--- src/rtl/serial_alu_ctrl.sv ---
// ============================================================================
// Module   : serial_alu_ctrl
// Purpose  : Bit-serial ALU sequencer. One 1-bit cell (full adder plus
//            AND/OR/NAND/NOR/NOT/PASS logic) processes one operand bit per
//            clock, LSB first, under a start/ready/done handshake.
//
// Ports    : clk        rising-edge clock
//            reset      asynchronous active-high reset
//            start      operation request, sampled only while ready=1
//            op[2:0]    opcode, captured with start
//            a, b       WIDTH-bit operands, captured with start
//            ready      high in IDLE
//            busy       high in RUN
//            done       one-cycle pulse when result is valid
//            result     WIDTH-bit result, held until next accepted start
//            carry_out  final carry for ADD/SUB (1 = no borrow for SUB)
//            zero       (SERIAL_ALU_FLAGS_EN only) result == 0
//            overflow   (SERIAL_ALU_FLAGS_EN only) signed overflow, ADD/SUB
//
// Options  : define SERIAL_ALU_FLAGS_EN to add the zero/overflow outputs.
//
// Revision : 1.0 - initial release
// ============================================================================
`default_nettype none

module serial_alu_ctrl #(
    parameter int WIDTH = 3,
    parameter int CNT_W = 2
) (
    input  logic             clk,
    input  logic             reset,
    input  logic             start,
    input  logic [2:0]       op,
    input  logic [WIDTH-1:0] a,
    input  logic [WIDTH-1:0] b,
    output logic             ready,
    output logic             busy,
    output logic             done,
    output logic [WIDTH-1:0] result,
    output logic             carry_out
`ifdef SERIAL_ALU_FLAGS_EN
    ,
    output logic             zero,
    output logic             overflow
`endif
);

    // State encoding
    localparam logic [1:0] c_IDLE = 2'd0;
    localparam logic [1:0] c_RUN  = 2'd1;
    localparam logic [1:0] c_DONE = 2'd2;

    // Opcodes
    localparam logic [2:0] c_OP_ADD  = 3'b000;
    localparam logic [2:0] c_OP_SUB  = 3'b001;
    localparam logic [2:0] c_OP_AND  = 3'b010;
    localparam logic [2:0] c_OP_OR   = 3'b011;
    localparam logic [2:0] c_OP_NAND = 3'b100;
    localparam logic [2:0] c_OP_NOR  = 3'b101;
    localparam logic [2:0] c_OP_NOT  = 3'b110;
    localparam logic [2:0] c_OP_PASS = 3'b111;

    localparam logic [CNT_W-1:0] c_LAST_IDX = CNT_W'(WIDTH - 1);

    logic [1:0]       r_state;
    logic [CNT_W-1:0] r_idx;
    logic             r_carry;
    logic [2:0]       r_op;
    logic [WIDTH-1:0] r_a;
    logic [WIDTH-1:0] r_b;
    logic [WIDTH-1:0] r_result;
    logic             r_ready;
    logic             r_busy;
    logic             r_done;
    logic             r_carry_out;
`ifdef SERIAL_ALU_FLAGS_EN
    logic             r_zero;
    logic             r_overflow;
`endif

    logic             w_is_sub;
    logic             w_is_arith;
    logic             w_bit_a;
    logic             w_bit_b;
    logic             w_sum;
    logic             w_cout;
    logic             w_res_bit;
    logic [WIDTH-1:0] w_result_next;

    // The 1-bit cell. Operand registers shift right each cycle so bit 0 is
    // always the bit under processing; SUB feeds the adder with inverted b.
    always_comb begin
        w_is_sub   = (r_op == c_OP_SUB);
        w_is_arith = (r_op == c_OP_ADD) || (r_op == c_OP_SUB);
        w_bit_a    = r_a[0];
        w_bit_b    = r_b[0] ^ w_is_sub;
        w_sum      = w_bit_a ^ w_bit_b ^ r_carry;
        w_cout     = (w_bit_a & w_bit_b) | (w_bit_a & r_carry) | (w_bit_b & r_carry);
        w_res_bit  = 1'b0;
        case (r_op)
            c_OP_ADD,
            c_OP_SUB:  w_res_bit = w_sum;
            c_OP_AND:  w_res_bit = w_bit_a & r_b[0];
            c_OP_OR:   w_res_bit = w_bit_a | r_b[0];
            c_OP_NAND: w_res_bit = ~(w_bit_a & r_b[0]);
            c_OP_NOR:  w_res_bit = ~(w_bit_a | r_b[0]);
            c_OP_NOT:  w_res_bit = ~w_bit_a;
            c_OP_PASS: w_res_bit = w_bit_a;
            default:   w_res_bit = 1'b0;
        endcase
        // Result bits enter at the MSB; after WIDTH shifts the first-processed
        // bit lands in bit 0, so no variable-index write is needed.
        w_result_next = {w_res_bit, r_result[WIDTH-1:1]};
    end

    always_ff @(posedge clk or posedge reset) begin
        if (reset) begin
            r_state     <= c_IDLE;
            r_idx       <= '0;
            r_carry     <= 1'b0;
            r_op        <= c_OP_ADD;
            r_a         <= '0;
            r_b         <= '0;
            r_result    <= '0;
            r_ready     <= 1'b1;
            r_busy      <= 1'b0;
            r_done      <= 1'b0;
            r_carry_out <= 1'b0;
`ifdef SERIAL_ALU_FLAGS_EN
            r_zero      <= 1'b0;
            r_overflow  <= 1'b0;
`endif
        end else begin
            case (r_state)
                c_IDLE: begin
                    if (start) begin
                        r_state     <= c_RUN;
                        r_ready     <= 1'b0;
                        r_busy      <= 1'b1;
                        r_op        <= op;
                        r_a         <= a;
                        r_b         <= b;
                        r_result    <= '0;
                        r_idx       <= '0;
                        // Carry seed of 1 with inverted b gives a + ~b + 1.
                        r_carry     <= (op == c_OP_SUB);
                        r_carry_out <= 1'b0;
`ifdef SERIAL_ALU_FLAGS_EN
                        r_zero      <= 1'b0;
                        r_overflow  <= 1'b0;
`endif
                    end
                end

                c_RUN: begin
                    r_a      <= {1'b0, r_a[WIDTH-1:1]};
                    r_b      <= {1'b0, r_b[WIDTH-1:1]};
                    r_result <= w_result_next;
                    r_idx    <= r_idx + CNT_W'(1);
                    if (w_is_arith) begin
                        r_carry <= w_cout;
                    end
                    if (r_idx == c_LAST_IDX) begin
                        r_state     <= c_DONE;
                        r_busy      <= 1'b0;
                        r_done      <= 1'b1;
                        r_carry_out <= w_is_arith & w_cout;
`ifdef SERIAL_ALU_FLAGS_EN
                        r_zero      <= ~|w_result_next;
                        // r_carry here is the carry into the MSB.
                        r_overflow  <= w_is_arith & (r_carry ^ w_cout);
`endif
                    end
                end

                c_DONE: begin
                    r_state <= c_IDLE;
                    r_done  <= 1'b0;
                    r_ready <= 1'b1;
                end

                default: begin
                    r_state <= c_IDLE;
                    r_ready <= 1'b1;
                    r_busy  <= 1'b0;
                    r_done  <= 1'b0;
                end
            endcase
        end
    end

    assign ready     = r_ready;
    assign busy      = r_busy;
    assign done      = r_done;
    assign result    = r_result;
    assign carry_out = r_carry_out;
`ifdef SERIAL_ALU_FLAGS_EN
    assign zero      = r_zero;
    assign overflow  = r_overflow;
`endif

endmodule

`default_nettype wire

--- config.mk ---
export PLATFORM = sky130hd
export DESIGN_NAME = serial_alu_ctrl
export DESIGN_NICKNAME = d
export VERILOG_FILES = /design/src/rtl/serial_alu_ctrl.sv
export SDC_FILE = /design/constraint.sdc
export NUM_CORES = 1
export LEC_CHECK = 0
export CORE_MARGIN = 5
export CORE_UTILIZATION = 53
export DETAILED_ROUTE_END_ITERATION = 16
export PLACE_DENSITY = 0.94
export SETUP_SLACK_MARGIN = 0.1
export SLEW_MARGIN = 10
export SYNTH_ARGS = -nofsm -noshare
export SYNTH_HDL_FRONTEND = slang
export SYNTH_SLANG_ARGS = --single-unit
export TNS_END_PERCENT = 10
--- constraint.sdc ---
create_clock -name clk -period 4.3 [get_ports clk]
set_input_delay 0.86 -clock clk [delete_from_list [all_inputs] [get_ports clk]]
set_output_delay 0.86 -clock clk [all_outputs]
set_load 0.1 [all_outputs]
==> impl_metrics.ini, run 1 <==
[detailed_routing]
first_iter_violations = 8
wire_per_inst_um = 14.5
drt_pass1_iterations = 4
num_vias = 720
routed_wl_mm = 1.87
drc = 0
routed_via_density = 5.58
ant_nets = 0

[synth]
yosysTopAreaCell = dfrtp_1
ys_ff_latch = 21
syn_nets = 99
synth-seq-area-share = 0.547
syn-cell-area_um2 = 963
ys_types = 32
syn_inst = 85
async_flop_share = 1.00
yosys_most_used_dff = dfrtp_1
avgSynthCellArea_um2 = 11.3
yosys_warnings = 0
synth_top_cell_area_share = 0.519
synth_edf_count = 0
yosys-top-cells-area = dfrtp_1 52%, a22o_1 3.6%, o21ai_0 3.6%

[sta]
setup_viol = 0
clock.fmax_ghz = 0.353
slew_headroom = 0.352
period_share = 0.658
drv_slew = 0
skew_ps = 1.52
fin_tns_setup_ps = 0
hold_viol = 0
fin_crit_ps = 2830
rsz0062_at_grt = false
max_slew.worst_pin.slew_ps = 969

[floorplanning]
fp-row-count = 15
die_h_um = 52.6
start_util = 0.558
dieArea_mm2 = 0.00277
core-area_mm2 = 0.00173
ios = 19
die_w_um = 52.6

[placed_design]
dp_hpwl_mm = 1.38
place_congestion = 0.782
placed_cells = 125
port_buffers = 18

[critical_path]
end_kind = output port
arrival_ps = 1970
crit_path_cell_trace = clkdlybuf4s50_1
worstSetupStartpointType = flop
critPathSlowestCell = clkdlybuf4s50_1
crit_type = reg -> out
critPathBufInv = 1
critPathTopFamily = buffers and inverters
crit_path_max_incr_delay_ps = 1130
worst_ep_required_time_ps = 3440
critPathMaxFanout = 2

[power]
max-vdd-ir-drop_v = 0.000564
total_leakage_power_nw = 0.493
p_per_area_mw_per_mm2 = 848

[grt]
antenna_found_initial = 0
grt_max_degree = 22
grt_pass1_wl_mm = 3.13
gr-usage-all-layers = 0.155
grt_pass1_vias = 728
grt_overflow_total = 0

[cts]
htree_levels = 1
cts_resized = 0
post-cts-setup-buffers = 0
clockRootBuffer = clkbuf_4
holdBufCountCts = 0
clkSlewWorstSetupHoldPaths_ps = 110
cts_tree = built
cts_buffer_depth = 2
cts_buffers = 3
clk_latency_ps = 290
cts_num_sinks = 21

[cells_and_area]
nets = 119
final_layout_size_suffix_gt1_frac = 0.0962
final_common_cell = dfrtp_1
fillers = 138
syn_to_final_growth_pct = 23.0
finalNonFillerCells = 129
final_cell_mix = 20 x dfrtp_1, 18 x clkdlybuf4s50_1, 7 x o21ai_0, 7 x nand2_1, 5 x nor2_1
diodes = 0

[run_status]
status = finished clean

[job]
max_cap_viol_count = 0

[worst_hold_path]
min_path_type = reg -> reg
[where the power goes]
| part | switching [mW] | leakage, nW | internal, mW | total [mW] |
|---|---|---|---|---|
| clock network | 0.0556 | 0.0150 | 0.0361 | 0.0917 |
| logic | 0.340 | 0.217 | 0.190 | 0.530 |
| registers | 0.0979 | 0.261 | 0.286 | 0.384 |
| total | 0.494 | 0.493 | 0.511 | 1.01 |
[metal layers]
layer | up-vias | wire length [um] | track usage
met5 | - | 0 | 0
met4 | 0 | 0 | 0.0511
met3 | 0 | 87 | 0.0370
met2 | 20 | 982 | 0.275
met1 | 350 | 801 | 0.181
li1 | 350 | - | -
[Yosys cell counts (2+ instances only)]
library cell,n
o22a_1,2
a22o_1,4
nor2b_1,2
a32o_1,2
a21oi_1,4
o21ai_0,7
nor2_1,5
or3b_1,2
nand2b_1,3
dfrtp_1,20
inv_1,2
nand2_1,7
a22oi_1,4
mux2_2,3
[final timing paths]
path                         start   endpoint  slack, ps  cells past startpoint
setup / recovery             ready      ready       1470                      1
hold / removal                busy       busy        490                      1
setup reg to reg           r_op[1]  result[2]       2420                      7
hold reg to reg               busy       busy        490                      1
max in group asynchronous    reset     r_a[0]       2830                      2
min in group asynchronous    reset   r_idx[0]        990                      2
[final cells by class]
class | count | area (um2) | area share
flip-flops and latches | 21 | 527 | 0.445
multi-input cells | 59 | 413 | 0.348
inverters | 2 | 7.51 | 0.00634
well taps | 25 | 31.3 | 0.0264
repair buffers | 18 | 180 | 0.152
clock buffers | 4 | 26.3 | 0.0222
[flip-flops by register name (all words and copies together), names as in the netlist]
register / flops
r_b: 3
ready: 1
busy: 1
r_a: 3
r_op: 3
r_state: 2
done: 1
carry_out: 1
result: 3
r_idx: 2
r_carry: 1
[stage by stage]
step | setup WS (ps) | hold WS, ps | power, mW | util | area, um2
6_report | 1470 | 495 | 1.01 | 0.686 | 1180
5_1_grt | 1420 | 514 | 1.07 | 0.686 | 1180
4_1_cts | 1450 | 499 | 1.01 | 0.686 | 1180
3_5_place_dp | 1800 | 474 | 0.918 | 0.671 | 1160
3_3_place_gp | 1800 | 467 | 0.894 | 0.671 | 1160
2_1_floorplan | 2530 | 450 | 0.796 | - | 963
[cells by family after synthesis]
group                      Yosys count  share of synthesized area
AOI/OAI and AO/OA                   27                      0.196
DFF                                 21                      0.547
muxes                                3                     0.0351
xor gates and xnor gates             1                    0.00909
buffers and inverters                5                     0.0247
and+or+nand+nor                     25                      0.143
adders and majority gates            3                     0.0455
No activity file was read; power rests on OpenSTA's default activity.
==> run 2: changes to the inputs <==
- CORE_UTILIZATION: 53 -> 49
- PLACE_DENSITY: 0.94 -> 0.88
- clock period: 4.3 -> 2.8 ns (I/O delays scaled with it)
==> run 2 against run 1 <==
Compared with the run above: via count is 0.14% lower; final area is 1.3% lower; clock-buffer cell count stayed put; critical path depth is 6 higher; non-clock buffer count stayed put; register-to-register slack worse by 1500 ps; clock skew hardly changed; final cell count is 1.6% higher; first-iteration DRC count grew to 2.6 times the previous value; sequential share of layout area is 0.57 points higher.
==> impl_metrics.ini, run 2 (same netlist as run 1, synthesis figures left out) <==
[cells_and_area]
multi_input_area_um2 = 413
final_common_cell = dfrtp_1
final_cell_mix = 20 x dfrtp_1, 11 x clkdlybuf4s50_1, 7 x o21ai_0, 7 x nand2_1, 7 x buf_4
seq_area_um2 = 527
final_layout_size_suffix_gt1_frac = 0.163
fin_util = 0.609
diodes = 0
nets = 119
syn_to_final_growth_pct = 21.4
stdcell_area_mm2 = 0.00117
fillers = 179

[floorplanning]
die_w_um = 54.3
dieArea_mm2 = 0.00295
ios = 19
start_util = 0.501
core-area_mm2 = 0.00192
fp-row-count = 16
die_h_um = 54.3

[critical_path]
critPathMaxFanout = 8
worstSetupStartpointType = flop
end_kind = flop
worst_ep_required_time_ps = 3000
arrival_ps = 2090
crit_type = reg -> reg

[cts]
cts_num_sinks = 21
cts_resized = 0
clk_latency_ps = 300
htree_levels = 1
clkSlewWorstSetupHoldPaths_ps = 110
cts_buffers = 3
holdBufCountCts = 0
cts_buffer_depth = 2
post-cts-setup-buffers = 0
cts_tree = built
clockRootBuffer = clkbuf_4

[run_status]
status = finished clean

[grt]
grt_pass1_vias = 682
grt_overflow_total = 0
gr-usage-all-layers = 0.153
grt_pass1_wl_mm = 3.15
grt_max_degree = 22
antenna_found_initial = 0

[sta]
skew_ps = 1.95
clock.fmax_ghz = 0.530
setup_viol = 0
period_share = 0.674
slew_headroom = 0.472
rsz0062_at_grt = false
hold_viol = 0
fin_crit_ps = 1890
max_slew.worst_pin.slew_ps = 790
drv_slew = 0
fin_tns_setup_ps = 0
layout_setup_ws_ps = 912

[detailed_routing]
drt_pass1_iterations = 4
met3_length_um = 82
route.met2.wl_um = 950
routed.top_layer = met4
ant_nets = 0
routed_wl_mm = 1.89
first_iter_violations = 21
wire_per_inst_um = 14.5
num_vias = 719
drc = 0
wl_met1_um = 832
routed_via_density = 5.49

[placed_design]
port_buffers = 18
place_area_mm2 = 0.00114
dp_hpwl_mm = 1.37
place_congestion = 0.811
pre_cts_slack_ps = 665

[worst_hold_path]
min_path_type = reg -> reg

[job]
max_cap_viol_count = 0
-- run 2: cell count changes in the layout (fill, tap and decap cells not counted) --
cell / previous run / this run
clkdlybuf4s50_1: 18 / 11
buf_4: 0 / 7
-- run 2: final timing paths --
kind | slack, ps | endpoint | start | cells after the start
max | 910 | result[2] | r_op[1] | 7
min | 500 | r_idx[0] | r_idx[0] | 1
max reg2reg | 910 | result[2] | r_op[1] | 7
min reg2reg | 500 | r_idx[0] | r_idx[0] | 1
max in group asynchronous | 1640 | r_b[2] | reset | 2
min in group asynchronous | 680 | r_idx[0] | reset | 2
-- run 2: critical path, cell delays in order (launching register included) --
cell	delay (ps)
dfrtp_1	470
nor2_1	160
nand2_1	80
xnor2_1	180
fa_1	430
nor3_1	150
nor2_1	60
a32o_1	250
-- run 2: cell type report --
type	instances	area share
flip-flops and latches	21	0.450
multi-input cells	59	0.353
repair buffers	18	0.139
well taps	27	0.0289
clock buffers	4	0.0225
inverters	2	0.00642
-- run 2: stage by stage --
| stage | cells | hold slack, ps |
|---|---|---|
| 2_1_floorplan | 85 | 450 |
| 3_3_place_gp | 127 | 466 |
| 3_5_place_dp | 127 | 472 |
| 4_1_cts | 131 | 500 |
| 5_1_grt | 131 | 528 |
| 6_report | 131 | 496 |
-- run 2: layer usage --
layer  global-route usage  vias up
li1                     -      344
met1                0.204      356
met2                0.241       15
met3               0.0300        4
met4               0.0622        0
met5                    0        -
Power of run 2 is not shown: default switching activity piles up to over one toggle a cycle in this logic, so the estimate is an artifact.
